File: src/rtl/pokey_bus_pkg.sv
// Shared constants and state type for the POKEY host-side bus initiator.
package pokey_bus_pkg;

  localparam logic [1:0] CS_SEL  = 2'b10;
  localparam logic [1:0] CS_IDLE = 2'b01;
  localparam logic       RW_READ = 1'b1;

  typedef enum logic [1:0] {
    IDLE,
    LOW,
    HIGH
  } bus_state_t;

endpackage

File: src/rtl/pokey_phi2_gen.sv
// Free-running phi2 generator: phase counter plus phase register, with
// strobes marking the last fast cycle of each phi2 half period.
module pokey_phi2_gen #(
  parameter int unsigned HALF_PERIOD = 17
) (
  input  logic clk,
  input  logic rst,
  output logic phi2,
  output logic last_low,
  output logic last_high
);

  logic [7:0] r_pc;
  logic       r_phi2;
  logic       w_wrap;

  assign w_wrap = (r_pc == 8'(HALF_PERIOD - 1));

  always_ff @(posedge clk or posedge rst) begin
    if (rst) begin
      r_pc   <= '0;
      r_phi2 <= 1'b0;
    end else if (w_wrap) begin
      r_pc   <= '0;
      r_phi2 <= ~r_phi2;
    end else begin
      r_pc   <= r_pc + 8'd1;
    end
  end

  assign phi2      = r_phi2;
  assign last_low  = w_wrap & ~r_phi2;
  assign last_high = w_wrap &  r_phi2;

endmodule

File: src/rtl/pokey_bus_host.sv
// 6502-style bus initiator for POKEY: turns valid/ready register requests
// into phi2-aligned bus cycles and returns a one-cycle response pulse.
module pokey_bus_host
  import pokey_bus_pkg::*;
#(
  parameter int unsigned HALF_PERIOD = 17
) (
  input  logic       clk,
  input  logic       rst,
  input  logic       req_valid,
  output logic       req_ready,
  input  logic       req_rw,
  input  logic [3:0] req_addr,
  input  logic [7:0] req_wdata,
  output logic       rsp_valid,
  output logic [7:0] rsp_rdata,
  output logic       phi2,
  output logic [1:0] cs,
  output logic       rw,
  output logic [3:0] a,
  output logic [7:0] d_out,
  output logic       d_oe,
  input  logic [7:0] d_in,
  output logic       busy
);

  bus_state_t r_state, w_next;
  logic       w_last_low, w_last_high, w_ready, w_accept, w_cycle_end;
  logic [1:0] r_cs;
  logic       r_rw, r_d_oe, r_oe_hold, r_rsp_valid;
  logic [3:0] r_a;
  logic [7:0] r_wdata, r_d_out, r_rsp_rdata;

  pokey_phi2_gen #(.HALF_PERIOD(HALF_PERIOD)) u_phi2 (
    .clk       (clk),
    .rst       (rst),
    .phi2      (phi2),
    .last_low  (w_last_low),
    .last_high (w_last_high)
  );

  always_ff @(posedge clk or posedge rst) begin
    if (rst) r_state <= IDLE;
    else     r_state <= w_next;
  end

  always_comb begin
    w_next  = r_state;
    w_ready = 1'b0;
    case (r_state)
      IDLE: begin
        w_ready = w_last_high;
        if (w_last_high && req_valid) w_next = LOW;
      end
      LOW: begin
        if (w_last_low) w_next = HIGH;
      end
      HIGH: begin
        w_ready = w_last_high;
        if (w_last_high) w_next = req_valid ? LOW : IDLE;
      end
      default: w_next = IDLE;
    endcase
  end

  assign w_accept    = w_ready & req_valid;
  assign w_cycle_end = (r_state == HIGH) & w_last_high;

  always_ff @(posedge clk or posedge rst) begin
    if (rst) begin
      r_cs        <= CS_IDLE;
      r_rw        <= RW_READ;
      r_a         <= '0;
      r_wdata     <= '0;
      r_d_out     <= '0;
      r_d_oe      <= 1'b0;
      r_oe_hold   <= 1'b0;
      r_rsp_valid <= 1'b0;
      r_rsp_rdata <= '0;
    end else begin
      r_rsp_valid <= 1'b0;
      if (r_oe_hold) begin
        r_d_oe    <= 1'b0;
        r_oe_hold <= 1'b0;
      end
      if (w_accept) begin
        r_cs    <= CS_SEL;
        r_rw    <= req_rw;
        r_a     <= req_addr;
        r_wdata <= req_wdata;
      end else if (w_cycle_end) begin
        r_cs <= CS_IDLE;
        r_rw <= RW_READ;
      end
      if ((r_state == LOW) && w_last_low && (r_rw != RW_READ)) begin
        r_d_oe  <= 1'b1;
        r_d_out <= r_wdata;
      end
      // A finishing write keeps the pad driven one cycle past the falling
      // edge, or indefinitely when another write follows immediately.
      if (w_cycle_end) begin
        r_rsp_valid <= 1'b1;
        if (r_rw == RW_READ)
          r_rsp_rdata <= d_in;
        else if (!(w_accept && (req_rw != RW_READ)))
          r_oe_hold <= 1'b1;
      end
    end
  end

  assign req_ready = w_ready;
  assign rsp_valid = r_rsp_valid;
  assign rsp_rdata = r_rsp_rdata;
  assign cs        = r_cs;
  assign rw        = r_rw;
  assign a         = r_a;
  assign d_out     = r_d_out;
  assign d_oe      = r_d_oe;
  assign busy      = (r_state != IDLE);

endmodule

File: config.mk
export PLATFORM = sky130hd
export DESIGN_NAME = pokey_bus_host
export DESIGN_NICKNAME = d
export VERILOG_FILES = /design/src/rtl/pokey_bus_pkg.sv /design/src/rtl/pokey_phi2_gen.sv /design/src/rtl/pokey_bus_host.sv
export SDC_FILE = /design/constraint.sdc
export NUM_CORES = 1
export LEC_CHECK = 0
export ABC_CLOCK_PERIOD_IN_PS = 1800
export CAP_MARGIN = 30
export CORE_UTILIZATION = 42
export CTS_CLUSTER_SIZE = 28
export DETAILED_ROUTE_END_ITERATION = 10
export MAX_ROUTING_LAYER = met4
export PLACE_DENSITY = 0.83
export SYNTH_ARGS = -nofsm -noshare
export SYNTH_HDL_FRONTEND = slang
export SYNTH_SLANG_ARGS = --single-unit
File: constraint.sdc
create_clock -name clk -period 1.8 [get_ports clk]
set_input_delay 0.18 -clock clk [delete_from_list [all_inputs] [get_ports clk]]
set_output_delay 0.18 -clock clk [all_outputs]
set_load 0.005 [all_outputs]
==> results of run 1 <==
==> registers in the layout, summed over array words and instances, names as in the netlist <==
name         count
rw               1
r_wdata          8
u_phi2.r_pc      8
d_oe             1
a                4
r_oe_hold        1
rsp_valid        1
u_phi2.phi2      1
cs               2
r_state          2
rsp_rdata        8
d_out            8
==> layer usage <==
metal	global-route usage, %	share of wire [%]	up-vias
li1	-	-	591
met1	22.1	41	634
met2	29.5	53	41
met3	4.44	4.7	5
met4	8.07	1.1	0
met5	-	0	-
==> cell families after synthesis <==
family,after synthesis,share of synthesized area (%)
simple gates,32,12.2
fa+ha+maj,2,1.34
flops,45,60.5
mux,28,16.9
xor+xnor,7,3.29
compound gates,8,3.49
buf+inv,9,2.21
==> through the flow <==
step | hold slack (ps) | instances
global placement | 423 | 238
detailed placement | 435 | 238
global route | 272 | 247
CTS | 262 | 246
floorplan | 330 | 131
finish | 255 | 247
==> worst max path at each step <==
stage | cells past startpoint | to | start | slack [ps]
after floorplan | 5 | d_out[0]$_DFFE_PP0P_ | u_phi2.r_pc[0]$_DFF_PP0_ | 10
after global placement | 6 | d_out[4]$_DFFE_PP0P_ | u_phi2.r_pc[0]$_DFF_PP0_ | 90
after detailed placement | 6 | d_out[0]$_DFFE_PP0P_ | u_phi2.r_pc[1]$_DFF_PP0_ | -30
after CTS | 6 | a[2]$_DFFE_PP0P_ | u_phi2.r_pc[1]$_DFF_PP0_ | 0.01
after global routing | 6 | a[2]$_DFFE_PP0P_ | u_phi2.r_pc[0]$_DFF_PP0_ | -20
final | 6 | a[2]$_DFFE_PP0P_ | u_phi2.r_pc[0]$_DFF_PP0_ | 80
==> worst max-delay path, stage by stage, from the launching register on <==
cell and delay [ps]:
sky130_fd_sc_hd__dfrtp_1 380, sky130_fd_sc_hd__inv_1 60, sky130_fd_sc_hd__ha_1 160, sky130_fd_sc_hd__nor4b_4 210, sky130_fd_sc_hd__buf_4 250, sky130_fd_sc_hd__nand4_4 200, sky130_fd_sc_hd__mux2_2 350
==> layout by cell type (no fill, tap or decap), types with 2 or more instances in the layout <==
cell type | netlist | final
sky130_fd_sc_hd__nor2b_1 | 3 | 3
sky130_fd_sc_hd__dfrtp_1 | 43 | 43
sky130_fd_sc_hd__buf_4 | 0 | 6
sky130_fd_sc_hd__ha_1 | 2 | 2
sky130_fd_sc_hd__nand2_1 | 3 | 3
sky130_fd_sc_hd__inv_1 | 8 | 8
sky130_fd_sc_hd__nand4_4 | 1 | 4
sky130_fd_sc_hd__nand4_1 | 2 | 2
sky130_fd_sc_hd__and2_1 | 2 | 2
sky130_fd_sc_hd__nand3_1 | 5 | 5
sky130_fd_sc_hd__xnor2_1 | 6 | 6
sky130_fd_sc_hd__nor2_1 | 6 | 6
sky130_fd_sc_hd__dfstp_2 | 2 | 2
sky130_fd_sc_hd__mux2_2 | 28 | 28
sky130_fd_sc_hd__clkdlybuf4s50_1 | 0 | 50
sky130_fd_sc_hd__clkbuf_8 | 0 | 5
==> cell type report <==
cell class / count / share of cell area (%)
inverter: 8 / 1.14
sequential: 45 / 42.8
tap: 50 / 2.37
multi-input combinational: 78 / 27.8
clock buffer: 6 / 2.75
clock inverter: 2 / 1.47
timing repair buffer: 58 / 21.6
==> where the power goes <==
group	internal (W)	total [W]	switching, W
Clock	0.000417	0.000759	0.000342
Sequential	0.00104	0.00106	0.0000165
Combinational	0.0000995	0.000150	0.0000504
==> timing repair <==
item | CTS | global route
gates resized for setup | 3 | 3
hold buffers | 0 | 0
setup buffers | 0 | 0
cloned | 0 | 1
endpoints found under the setup margin | 5 | 13
pin swaps | 1 | 1
==> impl.org, run 1 <==
** Timing
- At the pin with the least slew margin, the transition time is 347 ps.
- The worst path meets setup with 76.9 ps of slack.
- Achievable clock frequency :: 0.580 GHz
- The final count of hold timing violations came to 0.
- After layout, the worst path uses ~96% of the clock period.
- Measured against its own limit, the worst slew margin works out to 76.8%.
- Count of pins over their slew limit :: 0
- Minimum clock period after layout :: 1720 ps
- Post-route clock skew :: 7.33 ps
- Number of setup violations in the final report :: 0
- Setup TNS Final :: 0 ps

** Layout
- For this run, the share of the core covered by cells in the final layout is a little under two thirds.
- The repair_antennas step left the layout with diodes totalling 0.
- Area growth from synthesis to final layout :: 41.4%
- Cells with a size suffix above 1 make up 27.9% of the layout.
- Number of fill cells in the layout :: around 320
- The multi-input combinational cells in the finished layout cover a total of about 730 um^2.
- Area taken by flip-flops and latches :: 0.00113 mm^2
- Design Area, Final :: 0.00264 mm^2
- Layout Nets :: about 220

** Logic synthesis
- The netlist uses 32 different library cells.
- Synthesized cell area :: about 0.0019 mm^2
- After synthesis, the share of flip-flops with an asynchronous set or reset is 100%.
- The biggest area contributor in the post-synthesis netlist is sky130_fd_sc_hd__dfrtp_1.
- sky130_fd_sc_hd__dfrtp_1 is the most common cell in the netlist.
- Count of synthesis-stage warnings from yosys :: 0
- Cell types occupying the most area after synthesis :: sky130_fd_sc_hd__dfrtp_1, sky130_fd_sc_hd__mux2_2, sky130_fd_sc_hd__dfstp_2
- Synthesis produced a netlist whose cell count is 131.
- Synthesis produced a netlist with a net count of 157.
- Seq cells post-synth :: 45
- Number of enable-type register cells in the synthesized netlist :: 0
- Each instance of the synthesized netlist takes up on average 14.2 um^2.
- Sequential cells were found to cover 60.5% of the synthesized design area.
- Most common library cells after synthesis :: sky130_fd_sc_hd__dfrtp_1, sky130_fd_sc_hd__mux2_2, sky130_fd_sc_hd__inv_1
- Commonest register cell after synthesis :: sky130_fd_sc_hd__dfrtp_1
- Portion of synthesized cell area occupied by the leading cell type :: 57.7%

** Clock tree
- TritonCTS buffer count :: 5
- Clock net sink count :: 45
- CTS built an H-tree with a depth of 2.
- CTS Buffer Depth :: 2
- Clock insertion delay at the later pin of the skew report :: 290 ps
- Clock tree root driver cell :: sky130_fd_sc_hd__clkbuf_8
- Clock slew at the register clock pins of the worst setup and hold paths :: 90 ps
- Clock tree from TritonCTS :: yes

** Routing
- Routed WL per cell :: 16.3 um
- Across all layers, the routed design uses approximately 1300 vias.
- Final ANT Viol Nets :: 0
- In this run, the number of DRC markers left after iteration 0 of detailed routing was 53.
- The pre-antenna-repair detailed-routing pass consisted of 4 iterations.
- Wire length after detailed routing :: approximately 4000 um
- Dividing the detail-routed via count by the number of cells gives just over 5.
- For this run, design rule violations remaining after detail routing come to 0.

** Power and ir drop
- PwrDens :: between 700 and 800 mW/mm^2
- Power, Total :: 0.00196 W
- IR analysis of the VDD net gives a maximum drop of 0.000608 V.
- Leakage power summed over all cells :: 1.23 nW

** Critical path
- The startpoint identified for the worst register-to-register timing path is u_phi2.r_pc[0]$_DFF_PP0_.
- The number of cells on the worst reg-to-reg path is 6.
- Along the worst path, the maximum fanout reaches 9.
- By startpoint and endpoint, the worst setup path is classified as flip-flop to flip-flop.
- The endpoint identified for the worst register-to-register timing path is a[2]$_DFFE_PP0P_.
- Category of the worst setup path capture point :: flip-flop
- Required time at the worst-slack endpoint :: 1980 ps
- STA classifies the critical path startpoint as a flip-flop.
- Register-to-Register Setup Slack :: 80 ps
- Arrival time reported for the critical path endpoint :: 1910 ps

** Floorplan
- The floorplan step defined a die boundary enclosing 0.00471 mm^2.
- Core area :: 0.00414 mm^2
- Number of top-level pins :: 52
- Chip Width :: 68.6 um
- Height of the die :: ~69 um
- In this run the core area contains 23 standard-cell rows.
- Starting density of the core :: 45.0%

** Placement
- Buffers added on ports :: around 50
- At the end of routability-driven placement, the weighted congestion stood at 0.761.
- In this run the cell area measured after placement is 0.00249 mm^2.
- Dpl hpwl :: 2740 um
- Worst slack after detailed placement :: -25.2 ps

** Global routing
- The total overflow left after global routing is 0.
- Global routing consumed, over all layers together, 18.4% of the routing resources.
- Pin count of the biggest net entering global routing :: 46
- Number of antenna violations at the first check in global routing :: 0
- First-pass GRT wire length :: 5990 um
- The number of global-route vias before repair is 1277.

** Status
- The flow ran to the end, and the final reports show no timing, DRC or antenna violations.

** Hold path
- The worst hold path belongs to the class input pin to asynchronous set/reset pin.

** Run
- Max-cap violations in this run came to 0.
(Power assumes the default switching activity.)
==> run 2: changes to the inputs <==
- MAX_ROUTING_LAYER: met4 -> not set
==> run 2 against run 1 <==
Sequential share of layout area stayed put. Total power hardly changed. Clock power hardly changed. Wire length is 0.15% higher. Critical path depth stayed put. Flip-flop and latch count stayed put. Cell count stayed put. Maximum frequency is 0.16% higher. Global-route usage is 0.56 points lower. Largest power group unchanged. Highest routed layer unchanged.
==> impl.org, run 2 (same netlist as run 1, synthesis figures left out) <==
** Layout
- In the layout the commonest cells are sky130_fd_sc_hd__clkdlybuf4s50_1, sky130_fd_sc_hd__dfrtp_1, sky130_fd_sc_hd__mux2_2.
- Antenna diode count :: 0
- Share of post-route cells with drive strength above 1 :: 27.9%
- Area growth from synthesis to final layout :: 41.4%
- Number of fill cells in the layout :: 323
- The library cell used most frequently in the layout, excluding fill and tap cells, is sky130_fd_sc_hd__clkdlybuf4s50_1.
- Excluding fillers, the count of instances in the completed layout stands at 247.
- The sequential cells in the finished layout cover a total of around 0.0011 mm^2.
- At the end of the flow, the number of nets in the layout was 222.
- Multi-input combinational cell area :: 733 um^2

** Floorplan
- Rows :: 23
- Chip Width :: just under 70 um
- Starting density of the core :: 45.0%
- between 50 and 60 I/O pins were placed.
- The core region is 0.00414 mm^2.
- Die Area :: between 0.004 and 0.005 mm^2
- Height of the die :: 68.6 um

** Routing
- In the detailed route, the total length drawn on met3 is approximately 220 um.
- Routed WL per cell :: 16.4 um
- Summing over every cut layer, the via total after detailed routing is 1275.
- Via/cell ratio :: 5.16
- For this block, the initial DRC count from the detailed router was 71.
- Number of detailed-route iterations in the first pass :: 4
- The final layout contains routed wiring with a total length of 4040 um.
- The highest layer touched by signal routing is met4.
- For this run, design rule violations remaining after detail routing come to 0.
- Sum of met2 wire segment lengths after detailed routing :: 2110 um
- The count of nets left with antenna violations once routing finished came out at 0.
- For this block, wires on met1 add up to 1640 um.

** Global routing
- Number of antenna violations at the first check in global routing :: 0
- The first global-routing pass estimated 5990 um of wire.
- Number of global-route vias before repair :: 1279
- Total grt overflow :: 0
- Pin count of the biggest net entering global routing :: 46
- Total routing usage reported by global routing :: roughly 18%

** Timing
- The smallest clock period supported by the final layout is computed as 1720 ps.
- Final cycle utilization of the critical path :: roughly 96%
- Final Hold Viols :: 0
- Across all setup checks in the final design, the least slack found is 79.6 ps.
- The clock arrives with 7.72 ps of skew.
- The final-report max-slew violation count is 0.
- Transition at the pin with the smallest max-transition slack :: 356 ps
- Number of setup violations in the final report :: 0
- Hold is met by 252 ps.
- Achievable clock frequency :: 0.581 GHz
- In this run the tightest slew margin relative to its limit is between 70% and 80%.

** Critical path
- The setup path with the least slack is of type flip-flop to flip-flop.
- The cell family contributing the most delay on the critical path is simple AND/OR/NAND/NOR gates.
- STA puts the critical path data required time at 1980 ps.
- Biggest fanout along the worst timing path :: 9
- The number of buffers and inverters on the critical path is 2.
- Worst setup SP type :: flip-flop
- The largest single stage delay on the critical path is 380 ps.
- At the worst endpoint, the arrival time is 1900 ps.
- Cells along the critical path :: inv_1 -> ha_1 -> nor4b_4 -> buf_4 -> nand4_4 -> mux2_2
- The slowest stage of the critical path belongs to the cell sky130_fd_sc_hd__dfrtp_1.
- The worst setup path is captured at a flip-flop.

** Clock tree
- TritonCTS built the clock tree.
- The number of hold buffers added after CTS was 0.
- At the later pin of the worst-skew pair, clock insertion delay measures 290 ps.
- Clock slew at the register clock pins of the worst setup and hold paths :: 90 ps
- In this run, CTS created clock tree buffers numbering 5.
- Clock tree root driver cell :: sky130_fd_sc_hd__clkbuf_8
- The H-tree was split into 2 levels.
- Clock net sink count :: 45
- Counting along the longest clock path gives a buffer depth of 2.

** Placement
- Prior to clock tree synthesis, the placed netlist has a worst setup slack of -25.2 ps.
- Counting tap cells, the placed design contains a total of between 200 and 250 instances.
- Last weighted congestion value of the routability-driven placer :: 0.752
- Detailed placement finished with a half-perimeter wire length of 2740 um.
- Port buffering added 51 buffers.

** Power and ir drop
- The completed layout was analyzed and its total power is 0.00196 W.
- PwrDens :: 745 mW/mm^2
- IR drop worst, VDD :: a little over 0.0006 V
- Leakage power summed over all cells :: 1.23 nW

** Hold path
- Path category of the worst min-delay check :: input pin to asynchronous set/reset pin

** Run
- Max-cap violations in this run came to 0.

** Status
- The run finished with clean final reports.
[run 2: what timing repair did]
action                     CTS  global route
setup endpoints to repair    5            13
pin swaps                    1             1
cloned                       0             1
buffers inserted             0             0
resized for setup            3             3
[run 2: area by class of cell]
class,count,area share (%)
sequential,45,42.8
clock buffer,6,2.75
multi-input combinational,78,27.8
clock inverter,2,1.47
timing repair buffer,58,21.6
inverter,8,1.14
tap,50,2.37
[run 2: stage by stage]
| step | instance area [um^2] | setup TNS, ps | util, % |
|---|---|---|---|
| floorplan | 1860 | 0 | - |
| global placement | 2490 | 0 | 60.1 |
| detailed placement | 2490 | -145 | 60.1 |
| CTS | 2620 | 0 | 63.2 |
| global route | 2640 | -48.9 | 63.6 |
| finish | 2640 | 0 | 63.6 |
[run 2: final timing paths]
| path | startpoint | end | slack (ps) | depth (start not counted) |
|---|---|---|---|---|
| hold reg to reg | r_oe_hold$_DFF_PP0_ | d_oe$_DFFE_PP0P_ | 440 | 1 |
| max in group asynchronous | rst | rw$_DFFE_PP1P_ | 1260 | 3 |
| setup / recovery | u_phi2.r_pc[0]$_DFF_PP0_ | a[2]$_DFFE_PP0P_ | 80 | 6 |
| setup reg to reg | u_phi2.r_pc[0]$_DFF_PP0_ | a[2]$_DFFE_PP0P_ | 80 | 6 |
| hold / removal | rst | rsp_rdata[7]$_DFFE_PP0P_ | 250 | 3 |
| min in group clk | r_oe_hold$_DFF_PP0_ | d_oe$_DFFE_PP0P_ | 440 | 1 |
[run 2: power breakdown]
group / total [W] / internal (W) / switching (W)
Combinational: 0.000150 / 0.0000995 / 0.0000504
Clock: 0.000759 / 0.000417 / 0.000342
Sequential: 0.00106 / 0.00104 / 0.0000166
Total: 0.00196 / 0.00156 / 0.000409
[run 2: layer usage]
layer	global-route usage, %	vias to the layer above
met2	29.5	41
met4	8.07	0
met3	5.10	7
li1	-	593
met1	21.5	634
met5	0	-
[run 2: worst min-delay path, cell delays in order]
cell and delay (ps):
sky130_fd_sc_hd__clkdlybuf4s50_1 410, sky130_fd_sc_hd__inv_1 90, sky130_fd_sc_hd__buf_12 240
==> run 3: changes to the inputs <==
- ABC_CLOCK_PERIOD_IN_PS: 1800 -> not set
==> results of run 3 <==
The final DEF is identical to that of run 2; final timing and power are the same.
